===== config.mk =====
export PLATFORM = sky130hd
export DESIGN_NAME = t_clk_driver
export DESIGN_NICKNAME = d
export VERILOG_FILES = /design/src/rtl/t_clk_driver.sv
export SDC_FILE = /design/constraint.sdc
export NUM_CORES = 1
export LEC_CHECK = 0
export ABC_AREA = 1
export ABC_CLOCK_PERIOD_IN_PS = 1500
export BUFFER_PORTS_ARGS = -buffer_cell sky130_fd_sc_hd__buf_4
export CAP_MARGIN = 20
export CORE_UTILIZATION = 40
export DETAILED_ROUTE_END_ITERATION = 12
export HOLD_SLACK_MARGIN = 0.05
export SYNTH_ARGS = -nofsm -noshare
export SYNTH_HDL_FRONTEND = slang
export SYNTH_SLANG_ARGS = --single-unit

===== constraint.sdc =====
create_clock -name fastclk -period 1.5 [get_ports fastclk]
set_input_delay 0.225 -clock fastclk [delete_from_list [all_inputs] [get_ports fastclk]]
set_output_delay 0.225 -clock fastclk [all_outputs]
set_load 0.02 [all_outputs]

===== src/rtl/t_clk_driver.sv =====
// t_clk_driver: clock/reset stimulus and pass/fail watcher for the clock test.
// Divides fastclk into clk_o, holds the DUT in reset for RST_CYCLES clk_o
// rises, then watches the DUT's passed flag until PASS or a timeout FAIL.
module t_clk_driver #(
  parameter int unsigned DIV        = 4,
  parameter int unsigned RST_CYCLES = 3,
  parameter int unsigned TIMEOUT    = 64
) (
  input  logic       fastclk,
  input  logic       reset_l,
  input  logic       passed,
  output logic       clk_o,
  output logic       reset_o_l,
  output logic [7:0] cyc,
  output logic [1:0] state,
  output logic       done,
  output logic       fail
);

  typedef enum logic [1:0] {
    ST_RESET = 2'd0,
    ST_RUN   = 2'd1,
    ST_PASS  = 2'd2,
    ST_FAIL  = 2'd3
  } state_t;

  localparam logic [7:0] DIV_LAST = 8'(DIV - 1);
  localparam logic [7:0] RST_LAST = 8'(RST_CYCLES);
  localparam logic [7:0] TMO_LAST = 8'(TIMEOUT);

  state_t     st;
  logic [7:0] div_cnt;
  logic [7:0] rst_cnt;
  logic       tick;
  logic       rise;
  logic       fall;

  // Decode this cycle's divider event: a toggle is a rise or a fall of clk_o
  always_comb begin
    tick = (div_cnt == DIV_LAST);
    rise = tick && !clk_o;
    fall = tick && clk_o;
  end

  // Sequencer: divider, reset hold, run monitor and terminal states
  always_ff @(posedge fastclk or negedge reset_l) begin
    if (!reset_l) begin
      st        <= ST_RESET;
      div_cnt   <= 8'd0;
      rst_cnt   <= 8'd0;
      clk_o     <= 1'b0;
      reset_o_l <= 1'b0;
      cyc       <= 8'd0;
      done      <= 1'b0;
      fail      <= 1'b0;
    end else begin
      case (st)
        ST_RESET: begin
          if (tick) begin
            div_cnt <= 8'd0;
            clk_o   <= ~clk_o;
          end else begin
            div_cnt <= div_cnt + 8'd1;
          end
          if (rise) begin
            rst_cnt <= rst_cnt + 8'd1;
          end
          // A pass flag seen while the DUT is still held in reset is bogus
          if (fall) begin
            if (passed) begin
              st   <= ST_FAIL;
              done <= 1'b1;
              fail <= 1'b1;
            end else if (rst_cnt >= RST_LAST) begin
              st        <= ST_RUN;
              reset_o_l <= 1'b1;
            end
          end
        end
        ST_RUN: begin
          if (tick) begin
            div_cnt <= 8'd0;
            clk_o   <= ~clk_o;
          end else begin
            div_cnt <= div_cnt + 8'd1;
          end
          if (rise) begin
            cyc <= cyc + 8'd1;
          end
          // passed is only trusted on fall cycles; it beats the timeout
          if (fall) begin
            if (passed) begin
              st   <= ST_PASS;
              done <= 1'b1;
            end else if (cyc == TMO_LAST) begin
              st   <= ST_FAIL;
              done <= 1'b1;
              fail <= 1'b1;
            end
          end
        end
        default: begin
          // PASS/FAIL are terminal: the entering fall left clk_o low, so
          // everything simply holds until reset_l
        end
      endcase
    end
  end

  assign state = st;

endmodule


# --- Word level (Yosys, flattened, before mapping) ---
# Index checks and enable logic that the tools add are counted.
# W data, S select, Z words.
totals:
  output_inout_bits: 14
  elab_cells: 54
  input_bits: 3
  reg_bits: 30
classes:
  n_addsub: 3
  reduce_logical: 13
  muxes: 17
  order_cmp: 1
  eq_ne: 10
  bitwise_logic: 2
op_table:
  columns: ["cell", "n"]
  rows:
  - ["$add A8 B1 Y8 const B", 3]
  - ["$mux W2", 6]
  - ["$ne A2 B2 Y1 const B", 5]
  - ["$reduce_and A5 Y1", 2]
  - ["$eq A8 B2 Y1 const B", 1]
  - ["$eq A8 B7 Y1 const B", 1]
  - ["$ge A8 B2 Y1 const B", 1]
  - ["$mux W8", 1]
  - ["$mux W1", 7]
  - ["$ne A3 B3 Y1 const B", 2]
  - ["$reduce_and A2 Y1", 3]
  - ["$reduce_and A6 Y1", 1]
  - ["$pmux W1 S2", 2]
  - ["$pmux W2 S2", 1]
  - ["$reduce_and A4 Y1", 1]
  - ["$eq A2 B1 Y1 const B", 1]
  - ["$logic_and A1 B1 Y1", 2]
  - ["$logic_not A2 Y1", 1]
  - ["$not A1 Y1", 2]
  - ["$reduce_bool A2 Y1", 1]
  - ["$reduce_or A2 Y1", 1]
  - ["$logic_not A1 Y1", 1]

# --- Logic depth before layout (Yosys ltp) ---
depth:
  ltp_word: 5
  mapped_depth: 9
  ltp_nobuf: 8

# --- Least setup slack after synthesis ---
# Ideal clock, no wire load.
synth_timing:
  kind: "reg-to-reg"
  from: "register div_cnt[0]"
  to: "register rst_cnt[4]"
  setup_slack_ps: 174
  arrival_ps: 1207
  stages_incl_launch_ff: 10
  period_less_slack_ps: 1326
  cell_sequence: "dfrtp_1 ha_1 inv_1 nor2_2 and2_4 buf_12 nand2_8 nor2_8 nand2_1 o21ai_2"
synth_via:
  elab_chain_len: 3
synth_rtl:
  columns: ["item", "line_no", "rtl"]
  rows:
  - ["start, declared", "32", "logic [7:0] div_cnt;"]
  - ["start signal, assigned", "63", "div_cnt <= div_cnt + 8'd1;"]
  - ["start signal, assigned", "85", "div_cnt <= div_cnt + 8'd1;"]
  - ["$eq A8 B2 Y1", "40", "tick = (div_cnt == DIV_LAST);"]
  - ["$logic_and A1 B1 Y1", "41", "rise = tick && !clk_o;"]
  - ["$reduce_and A2 Y1 (no source line)", null, null]
  - ["end signal, assigned", "66", "rst_cnt <= rst_cnt + 8'd1;"]
  - ["end, declared", "33", "logic [7:0] rst_cnt;"]
# No other way between the ends.
# A chain may end at the register's enable or synchronous reset.

# --- Final worst setup path ---
layout_timing:
  from: "register div_cnt[0]"
  to: "register cyc[0]"
layout_via:
  elab_chain_len: 3
layout_rtl:
  columns: ["item", "line_no", "rtl"]
  rows:
  - ["$eq A8 B2 Y1", "40", null]
  - ["$logic_and A1 B1 Y1", "41", null]
  - ["$reduce_and A2 Y1 (no source line)", null, null]
  - ["end signal, assigned", "88", "cyc <= cyc + 8'd1;"]
  - ["end, declared", "14", "output logic [7:0] cyc,"]
# No other way between the ends.

==> flow_summary_export.csv <==
group,metric,value,unit
status,status,"complete, no violations",
clock_tree,cts_made_buffers,5,
critical_path,worstPathArrival,1.56,ns
global_routing,use_met3,0.0514,
final_layout,final_core_util,0.485,
detailed_routing,vias_per_cell,4.61,
clock_tree,cts_sinks,30,
yosys,synthCells,198,
floorplanning,core-area,4030,um^2
final_layout,n_fill_cell,428,
critical_path,required,1.67,ns
critical_path,slowest_stage,"dfrtp_1",
sta,setup_viol,0,
sta,clock_skew,0.00369,ns
sta,worst_pin_slew,0.384,ns
detailed_routing,firstDrtPassIters,4,
global_routing,antenna_found_initial,0,
yosys,avgSynthCellArea,8.51,um^2
yosys,synth-seq-cells,30,
clock_tree,root_buffer,"clkbuf_8",
min_path,hold_class,"in2reg",
final_layout,syn_to_final_growth,16.0,%
floorplanning,die_area,4470,um^2
critical_path,end_kind,"register",
place,portBuffers,16,
clock_tree,clk_pin_slew_worst_paths,0.06,ns
critical_path,start_kind,"register",
yosys,synth.yosys.seq_area_share,0.446,
clock_tree,clock_path_buffers,2,
critical_path,cp_max_fo,10,
power,leakage,0.980,nW
place,hpwl,2.18,mm
yosys,synth_edf_count,0,
global_routing,grt_max_degree,31,
place,dpl_cell_area,1850,um^2
detailed_routing,drc,0,
critical_path,crit_buf_inv,1,
place,gp_congestion,0.795,
final_layout,final_common_cell,"nand2_1",
yosys,ys.flop_type,"dfrtp_1",
final_layout,fin_nets,228,
yosys,syn_nets,205,
clock_tree,cts_tree,"done",
flow_run,max_cap_violations,0,
detailed_routing,drt-total-wl,2.98,mm
floorplanning,die_w,66.9,um
yosys,ys_async_sr_fraction,1.00,
floorplanning,ios,17,
sta,grt_setup_unrepaired,"true",
global_routing,grt_pass1_wl,5.25,mm
power,p_total,1.50,mW
global_routing,grt_pass1_vias,1173,
critical_path,path_cells,"ha_1 -> inv_1 -> nor2_2 -> and2_4 -> nand3_4 -> xor2_1",
power,peakVddDrop,0.501,mV
sta,holdWs,0.276,ns
sta,slew_viol_final,0,
yosys,synth_area,1680,um^2
floorplanning,num_rows,23,
power,pwr_density_cell,768,nW/um^2
critical_path,cp_top_family,"simple AND/OR/NAND/NOR gates",
critical_path,worstSetupPathType,"reg2reg",
global_routing,track_usage,0.163,
global_routing,grt_busiest_layer,"met2",
global_routing,use_met1,0.217,
detailed_routing,ant_nets,0,
final_layout,antennaDiodeCount,0,
sta,period_needed,1.39,ns
detailed_routing,drt_iter0_markers,48,
sta,timing.final.crit_share,0.926,
final_layout,design_area,1950,um^2
sta,hold_viol,0,
detailed_routing,vias,1253,
yosys,ys_types,26,
global_routing,grt_use_met2,0.222,
yosys,yosys_warnings,0,
critical_path,cpPeakStageDelay,0.37,ns
final_layout,drive_gt1_frac,0.207,
clock_tree,htreeDepth,2,
sta,relSlewSlack,0.744,
detailed_routing,wl_per_cell,11.0,um
floorplanning,die_h,66.9,um
final_layout,layout_common_cells,"nand2_1, dfrtp_1, inv_1, nor2_1, buf_4",
clock_tree,clk_latency,0.28,ns
global_routing,overflow,0,
floorplanning,initial_utilization,0.418,
sta,fmax,720,MHz
-- state kept, by name, summed over array words and instances (netlist names) --
register   cells
fail           1
reset_o_l      1
done           1
rst_cnt        8
div_cnt        8
cyc            8
state          2
clk_o          1
-- layout make-up --
type	instances	area, um^2	area share
clock buffer	7	86.3	0.0442
inverter	28	108	0.0551
timing repair buffer	17	130	0.0666
sequential	30	751	0.384
multi-input combinational	139	811	0.415
tap	50	62.6	0.0320
clock inverter	1	5.00	0.00256
-- synthesized netlist by cell type (2+ instances only) --
cell type | n | area, um^2
nor2_1 | 17 | 63.8
xnor2_1 | 6 | 52.6
a21oi_1 | 2 | 10.0
nand2_1 | 48 | 180
nor2_8 | 2 | 40.0
nand3_4 | 2 | 35.0
nand2_2 | 4 | 25.0
nand3_1 | 14 | 70.1
nor3_1 | 6 | 30.0
o21bai_1 | 2 | 15.0
o21ai_1 | 11 | 55.1
xor2_1 | 11 | 96.3
inv_1 | 19 | 71.3
dfrtp_1 | 30 | 751
inv_2 | 7 | 26.3
nor2_2 | 3 | 18.8
ha_1 | 4 | 50.1
o21ai_2 | 2 | 17.5
-- worst min-delay path, cell delays in order --
cell and delay, ns:
buf_4 0.10, nor2_1 0.06, nand3_1 0.08, o21bai_1 0.06
-- stage by stage --
stage,setup WS (ns),cells,TNS [ns]
final,0.111,272,0
after global routing,-0.00372,272,-0.00372
after CTS,0.102,272,0
after detailed placement,0.109,263,0
after global placement,0.139,263,0
after floorplan,0.174,198,0
-- final timing paths --
check | from | to | slack (ns) | depth (start not counted)
max in group asynchronous | reset_l | cyc[3]$_DFFE_PN0P_ | 0.80 | 2
min reg2reg | fail$_DFFE_PN0P_ | fail$_DFFE_PN0P_ | 0.47 | 2
min | passed | reset_o_l$_DFFE_PN0P_ | 0.28 | 4
min in group asynchronous | reset_l | div_cnt[4]$_DFFE_PN0N_ | 0.41 | 2
max | div_cnt[0]$_DFFE_PN0N_ | cyc[0]$_DFFE_PN0P_ | 0.11 | 6
max reg2reg | div_cnt[0]$_DFFE_PN0N_ | cyc[0]$_DFFE_PN0P_ | 0.11 | 6
-- kinds of logic (layout without fill, tap and decap cells) --
logic type | Yosys count | in the layout | synth area share
simple gates | 100 | 100 | 0.299
flops | 30 | 30 | 0.446
buf+inv | 29 | 53 | 0.0758
compound gates | 18 | 18 | 0.0609
xor+xnor | 17 | 17 | 0.0884
fa+ha+maj | 4 | 4 | 0.0297
-- metal layers --
layer	up-vias	wire length [um]
met5	-	0
met4	0	83
met3	8	125
met2	21	1280
met1	557	1490
li1	667	-
-- report_power, final --
part | switching [mW] | internal, mW | total, mW
combinational | 0.0173 | 0.00534 | 0.0227
clock | 0.299 | 0.369 | 0.668
sequential | 0 | 0.809 | 0.809
-- repair_timing --
item                                    in CTS  in global routing
resized for setup                            0                  1
endpoints found under the setup margin       0                  3
buffers inserted                             0                  0
endpoints found under the hold margin       30                  0
hold buffers                                 1                  0
No activity file was read; power rests on OpenSTA's default activity.
